==> src/rtl/wide_word_serializer.sv <==
// wide_word_serializer
//   Accepts one wide word per valid/ready transfer and emits it as a stream of
//   OUT_WIDTH-bit beats, least-significant chunk first, flagging the final beat.
//   A new word can be loaded on the cycle the last beat transfers, so words
//   stream with no bubble between them.
//
// Ports
//   clk      in   sole clock, rising edge
//   rst_n    in   asynchronous active-low reset
//   i_valid  in   wide word offered
//   i_ready  out  word accepted this cycle (combinational from o_ready on last beat)
//   i_data   in   wide word, sampled on i_valid && i_ready
//   o_valid  out  beat valid
//   o_ready  in   downstream accepts the beat
//   o_data   out  current beat
//   o_last   out  final beat of the word
module wide_word_serializer #(
    parameter int unsigned IN_WIDTH  = 1024,
    parameter int unsigned OUT_WIDTH = 32
) (
    input  logic                 clk,
    input  logic                 rst_n,
    input  logic                 i_valid,
    output logic                 i_ready,
    input  logic [IN_WIDTH-1:0]  i_data,
    output logic                 o_valid,
    input  logic                 o_ready,
    output logic [OUT_WIDTH-1:0] o_data,
    output logic                 o_last
);

    localparam int unsigned BEATS = IN_WIDTH / OUT_WIDTH;
    localparam int unsigned CNT_W = (BEATS > 1) ? $clog2(BEATS) : 1;
    localparam logic [CNT_W-1:0] LastBeat = CNT_W'(BEATS - 1);

    if (((IN_WIDTH % OUT_WIDTH) != 0) || (BEATS < 2)) begin : g_bad_params
        $fatal(1, "wide_word_serializer: IN_WIDTH must be a multiple of OUT_WIDTH, >= 2 beats");
    end

    typedef enum logic {StIdle, StSend} state_e;

    state_e              state_q, state_d;
    logic [IN_WIDTH-1:0] shift_q, shift_d;
    logic [CNT_W-1:0]    cnt_q, cnt_d;
    logic                load;

    always_ff @(posedge clk or negedge rst_n) begin
        if (!rst_n) begin
            state_q <= StIdle;
            shift_q <= '0;
            cnt_q   <= '0;
        end else begin
            state_q <= state_d;
            shift_q <= shift_d;
            cnt_q   <= cnt_d;
        end
    end

    always_comb begin
        state_d = state_q;
        shift_d = shift_q;
        cnt_d   = cnt_q;

        o_valid = (state_q == StSend);
        o_data  = shift_q[OUT_WIDTH-1:0];
        o_last  = o_valid && (cnt_q == LastBeat);
        // Accept a new word when idle, or as the last beat leaves so words abut.
        i_ready = !o_valid || (o_last && o_ready);
        load    = i_valid && i_ready;

        case (state_q)
            StIdle: begin
                if (load) begin
                    shift_d = i_data;
                    cnt_d   = '0;
                    state_d = StSend;
                end
            end
            StSend: begin
                if (o_ready) begin
                    if (!o_last) begin
                        shift_d = shift_q >> OUT_WIDTH;
                        cnt_d   = cnt_q + 1'b1;
                    end else if (load) begin
                        shift_d = i_data;
                        cnt_d   = '0;
                    end else begin
                        state_d = StIdle;
                    end
                end
            end
            default: state_d = StIdle;
        endcase
    end

endmodule

==> config.mk <==
export PLATFORM = sky130hd
export DESIGN_NAME = wide_word_serializer
export DESIGN_NICKNAME = d
export VERILOG_FILES = /design/src/rtl/wide_word_serializer.sv
export SDC_FILE = /design/constraint.sdc
export NUM_CORES = 2
export LEC_CHECK = 0
export BUFFER_PORTS_ARGS = -buffer_cell sky130_fd_sc_hd__buf_2
export CORE_AREA = 2 2 413 415
export DETAILED_ROUTE_END_ITERATION = 8
export DIE_AREA = 0 0 415 417
export SYNTH_ARGS = -nofsm -noshare
export SYNTH_HDL_FRONTEND = slang
export SYNTH_SLANG_ARGS = --single-unit
==> constraint.sdc <==
create_clock -name clk -period 2.8 [get_ports clk]
set_input_delay 0.28 -clock clk [delete_from_list [all_inputs] [get_ports clk]]
set_output_delay 0.28 -clock clk [all_outputs]
set_load 0.02 [all_outputs]
# Word level (Yosys, flattened, before mapping)
# Index checks and enable logic that the tools add are counted.
[totals]
latchBits = 0
in_bits = 1028
rom_bits = 0
mem_bits_rw = 0
reg_bits = 1030
wordCells = 24
n_memories = 0
[classes]
n_eq_ne = 2
n_shift = 0
mul = 0
bitwise_logic = 1
div_mod_pow = 0
muxes = 12
n_addsub = 1
order_cmp = 0
n_reduce_logical = 5
[ops]
columns = ["cell", "n"]
rows = [
  ["1024-bit two-way mux", 3],
  ["1024-bit case mux with 2 select lines", 1],
  ["5-bit two-way mux", 3],
  ["5-bit case mux with 2 select lines", 1],
  ["5-bit by 1-bit adder with 5-bit output (second input constant)", 1],
  ["5-bit equality test (second input constant)", 1],
  ["1-bit logical AND", 3],
  ["1-bit two-way mux", 3],
  ["2-bit inequality test (second input constant)", 1],
  ["1-bit case mux with 2 select lines", 1],
  ["1-bit logical NOT", 1],
  ["1-bit logical OR", 1],
  ["1-bit NOT", 1],
]

# Longest topological paths before layout
[logic_depth]
word_depth = 9
mapped_depth = 10
ltp_nobuf = 6

# Worst setup path before layout
# Ideal clock, no wire load.
[synth_path]
path_type = "register -> register"
startpoint = "register cnt_q[0]"
endpoint = "register shift_q[942]"
path_buffers = 3
setup_time_ns = 0.121
t_required_ns = 2.679
arrival_ns = 2.096
synth_period_minus_slack_ns = 2.217
path_stages_with_launch = 10
slack_ns = 0.583
path_cell_list = "dfrtp_1 > ha_1 > and3_1 > ha_1 > buf_2 > and2b_1 > clkbuf_1 > clkbuf_1 > o21ai_0 > a22o_1"
[synth_between]
elab_chain_len = 9
[synth_rtl]
columns = ["item", "line_no", "text"]
rows = [
  ["start, declared", "44", "logic [CNT_W-1:0] cnt_q, cnt_d;"],
  ["start signal, assigned", "55", "cnt_q <= cnt_d;"],
  ["5-bit equality test (*)", "66", "o_last = o_valid && (cnt_q == LastBeat);"],
  ["1-bit logical AND (*)", "66", ""],
  ["1-bit logical AND", "68", "i_ready = !o_valid || (o_last && o_ready);"],
  ["1-bit logical OR", "68", ""],
  ["1-bit logical AND", "69", "load = i_valid && i_ready;"],
  ["1024-bit two-way mux", "-", ""],
  ["1024-bit two-way mux", "81", "if (!o_last) begin"],
  ["1024-bit two-way mux", "80", "if (o_ready) begin"],
  ["1024-bit case mux with 2 select lines (*)", "71", "case (state_q)"],
  ["end signal, assigned", "54", "shift_q <= shift_d;"],
  ["end, declared", "43", "logic [IN_WIDTH-1:0] shift_q, shift_d;"],
]
# Every way passes the cells marked *; elsewhere a longest branch is shown, timed or not. The select of a mux whose other input is x is not followed.
# A chain may end at the register's enable or synchronous reset.

# Worst setup path after layout
[layout_path]
startpoint = "register cnt_q[0]"
endpoint = "output port o_last"
[layout_between]
elab_chain_len = 2
[layout_rtl]
columns = ["item", "line_no", "text"]
rows = [
  ["5-bit equality test", "66", ""],
  ["1-bit logical AND", "66", ""],
  ["end, declared", "29", "output logic o_last"],
]
# No other way between the ends.

==> impl_metrics.py <==
metrics = {
    "outcome": {
        "outcome": "completed",
    },
    "logic_synthesis": {
        "async_reset_ff_share_pct": 100,
        "synth_top_area_share_pct": 46.6,
        "ys_top_cells_by_area": "dfrtp_1 (47%), a211o_1 (12%), o211a_1 (10%)",
        "yosysMostFrequentCell": "dfrtp_1",
        "synth_area_per_cell_um2": 10.2,
        "netlist_instances": 5397,
        "yosys.area.top_type": "dfrtp_1",
        "ys_ff_latch": 1030,
        "synth_cell_type_count": 42,
        "synth_edf_count": 0,
        "synth_warnings": 0,
        "yosysSeqAreaShare_pct": 46.6,
        "synthTopCellsByCount": "dfrtp_1 (1030), a211o_1 (780), o211a_1 (578), or3_1 (578), clkbuf_1 (503)",
        "mappedNetlistArea_um2": 55300,
        "synth.net_count": 6427,
        "synth_flop_cell": "dfrtp_1",
    },
    "final_layout": {
        "fin_cells": 9422,
        "nNetsFinal": 8068,
        "drive_gt1_share_pct": 20.3,
        "design_area_um2": 76900,
        "areaGrowthSynthToFinish_pct": 39.2,
        "fillers": 15476,
        "fin_util_pct": 45.6,
    },
    "detailed_routing": {
        "via_per_inst": 5.94,
        "drc_errors": 0,
        "wire_per_inst_um": 26.0,
        "drtIter0Drc": 6645,
        "vias": 55953,
        "wirelength_um": 245000,
        "dr.pass1.iters": 9,
        "postRouteAntennaNets": 0,
    },
    "hold_path": {
        "hold_path_end": "shift_q[653]",
        "whs_path_depth": 4,
        "hold_start": "i_data[653]",
        "hold_class": "input pin to flop",
    },
    "setup_path": {
        "reg2reg_depth": 9,
        "cp_max_fo": 23,
        "cp_data_arrival_time_ns": 2.40,
        "critPathCaptureType": "output port",
        "critPathLaunchType": "flop",
        "rrSetupSlack_ns": 0.18,
        "critical_path_required_ns": 2.52,
        "worstReg2RegEnd": "shift_q[825]",
        "slowest_stage": "dfrtp_1",
        "path_cells": "ha_1 -> and3_4 -> ha_4 -> buf_12 -> buf_16 -> and2_1 -> buf_4",
        "crit_type": "flop to output port",
        "r2r_start": "cnt_q[0]",
        "cp_slowest_stage_delay_ns": 0.40,
    },
    "floorplan": {
        "die-area_um2": 173000,
        "start_util_pct": 32.8,
        "die_x_um": 415,
        "die-height_um": 417,
        "row_count": 151,
        "ios": 1063,
        "design.core.area_um2": 169000,
    },
    "power": {
        "vdd.ir_drop.worst_v": 0.000553,
        "leakage_nw": 34.1,
        "p_total_mw": 58.5,
        "p_per_area_nw_per_um2": 761,
    },
    "clock_network": {
        "htree_levels": 3,
        "clk_pin_slew_ns": 0.06,
        "clock_latency_ns": 0.73,
        "cts_buffers": 116,
        "cts_tree": "yes",
        "cts.path.max_buffers": 3,
        "cts-root-buf": "clkbuf_16",
        "clock-sinks": 1030,
    },
    "sta": {
        "min_period_ns": 2.68,
        "timing.slew.headroom_pct": 25.0,
        "setup_tns_ns": 0,
        "finalSetupViolations": 0,
        "finalCritPeriodShare_pct": 95.7,
        "fin_hold_ws_ns": 0.0646,
        "max_freq_mhz": 373,
        "setup_ws_ns": 0.121,
        "final_hold_viol_count": 0,
        "slew_viol_final": 0,
        "finClkSkew_ns": 0.0303,
        "tightest_slew_ns": 1.12,
        "rsz0062_at_grt": "false",
    },
    "global_route": {
        "grt.total_usage_pct": 26.9,
        "grt_pass1_wl_um": 360000,
        "antenna_found_initial": 74,
        "overflow": 0,
        "first_global_vias": 55944,
        "grt_max_degree": 190,
    },
    "run": {
        "drv_cap": 0,
    },
    "placed_design": {
        "gp_congestion": 0.902,
        "post_dp_cell_area_um2": 62500,
        "placed_cells": 8118,
        "dp_slack_ns": 0.375,
        "dp_hpwl_um": 156000,
        "io_buffers": 1062,
    },
}
## cell usage in the layout (no fill, tap or decap), types with 5 or more instances in the layout
master,Yosys,final
nor3_1,36,36
buf_2,121,1057
nand2_1,353,352
a21oi_1,202,202
nor2_1,159,159
clkinvlp_4,0,5
o21ai_0,79,79
clkinv_2,0,22
nor3b_1,184,184
and3_1,112,111
clkbuf_8,0,33
a22o_1,94,94
a31oi_1,79,79
o2bb2ai_1,111,111
or3_1,578,578
buf_4,73,100
bufinv_16,0,8
diode_2,0,70
buf_12,0,72
dlygate4sd3_1,0,1006
clkbuf_16,0,118
a221o_1,130,130
a2bb2oi_1,19,19
inv_1,97,97
dfrtp_1,1030,1029
a211o_1,780,780
clkbuf_1,503,22
o22ai_1,22,22
o211a_1,578,578
## flip-flops by register name (all words and copies together), names as in the netlist
signal   flops
shift_q   1024
o_valid      1
cnt_q        5
## area by class of cell
type	instances	area [um^2]	share of cell area, %
Antenna cell	70	175	0.228
Clock buffer	170	3430	4.45
Clock inverter	44	524	0.682
Inverter	99	382	0.496
Multi-Input combinational cell	3546	26000	33.9
Sequential cell	1030	25800	33.5
Tap cell	2218	2780	3.61
Timing Repair Buffer	2245	17800	23.1
## worst max-delay path by stage
stage	startpoint	endpoint	slack (ns)	cells past startpoint
after floorplan	cnt_q[0]	shift_q[942]	0.58	9
after global placement	cnt_q[0]	shift_q[845]	0.39	8
after detailed placement	cnt_q[0]	shift_q[941]	0.38	8
after CTS	cnt_q[0]	o_last	-0.13	7
after global routing	cnt_q[0]	i_ready	0.02	7
final	cnt_q[0]	o_last	0.12	7
## report_power, final
part           total (mW)  switching (mW)  leakage (nW)  internal [mW]
registers            25.5            4.48          11.8           21.0
clock network        15.9            6.73          1.94           9.21
logic                17.1            7.95          20.3           9.13
## kinds of logic (layout without fill, tap and decap cells)
group	count (synthesis)	in the layout	synth area share (%)
buffers and inverters	821	2558	6.40
DFF	1030	1030	46.6
adders and majority gates	2	2	0.0453
other	0	70	0
AOI/OAI and AO/OA	2101	2101	32.5
and+or+nand+nor	1437	1437	14.3
xor gates and xnor gates	1	1	0.0159
muxes	5	5	0.0928
## layer usage
metal	routed length [um]	share of wire [%]	global-route usage, %	vias to the layer above
met1	98800	40	34.5	28171
met4	16800	6.9	16.9	10
met5	58	0.024	0	-
met2	112000	46	41.9	2973
met3	17700	7.2	4.91	822
li1	-	-	-	23977
## critical path: cells and delay by family, from the launching register on
kind / cells / cell delay (ns)
fa+ha+maj: 2 / 0.43
buf+inv: 3 / 0.45
flops: 1 / 0.40
simple gates: 2 / 0.37
## repair_timing
| action | 4_1_cts | 5_1_grt |
|---|---|---|
| cloned | 2 | 2 |
| setup endpoints to repair | 2 | 3 |
| pin swaps | 0 | 0 |
| endpoints found under the hold margin | 1038 | 0 |
| hold buffers | 1006 | 0 |
| buffers inserted | 1 | 9 |
| resized for setup | 4 | 2 |
No activity file was read; power rests on OpenSTA's default activity.
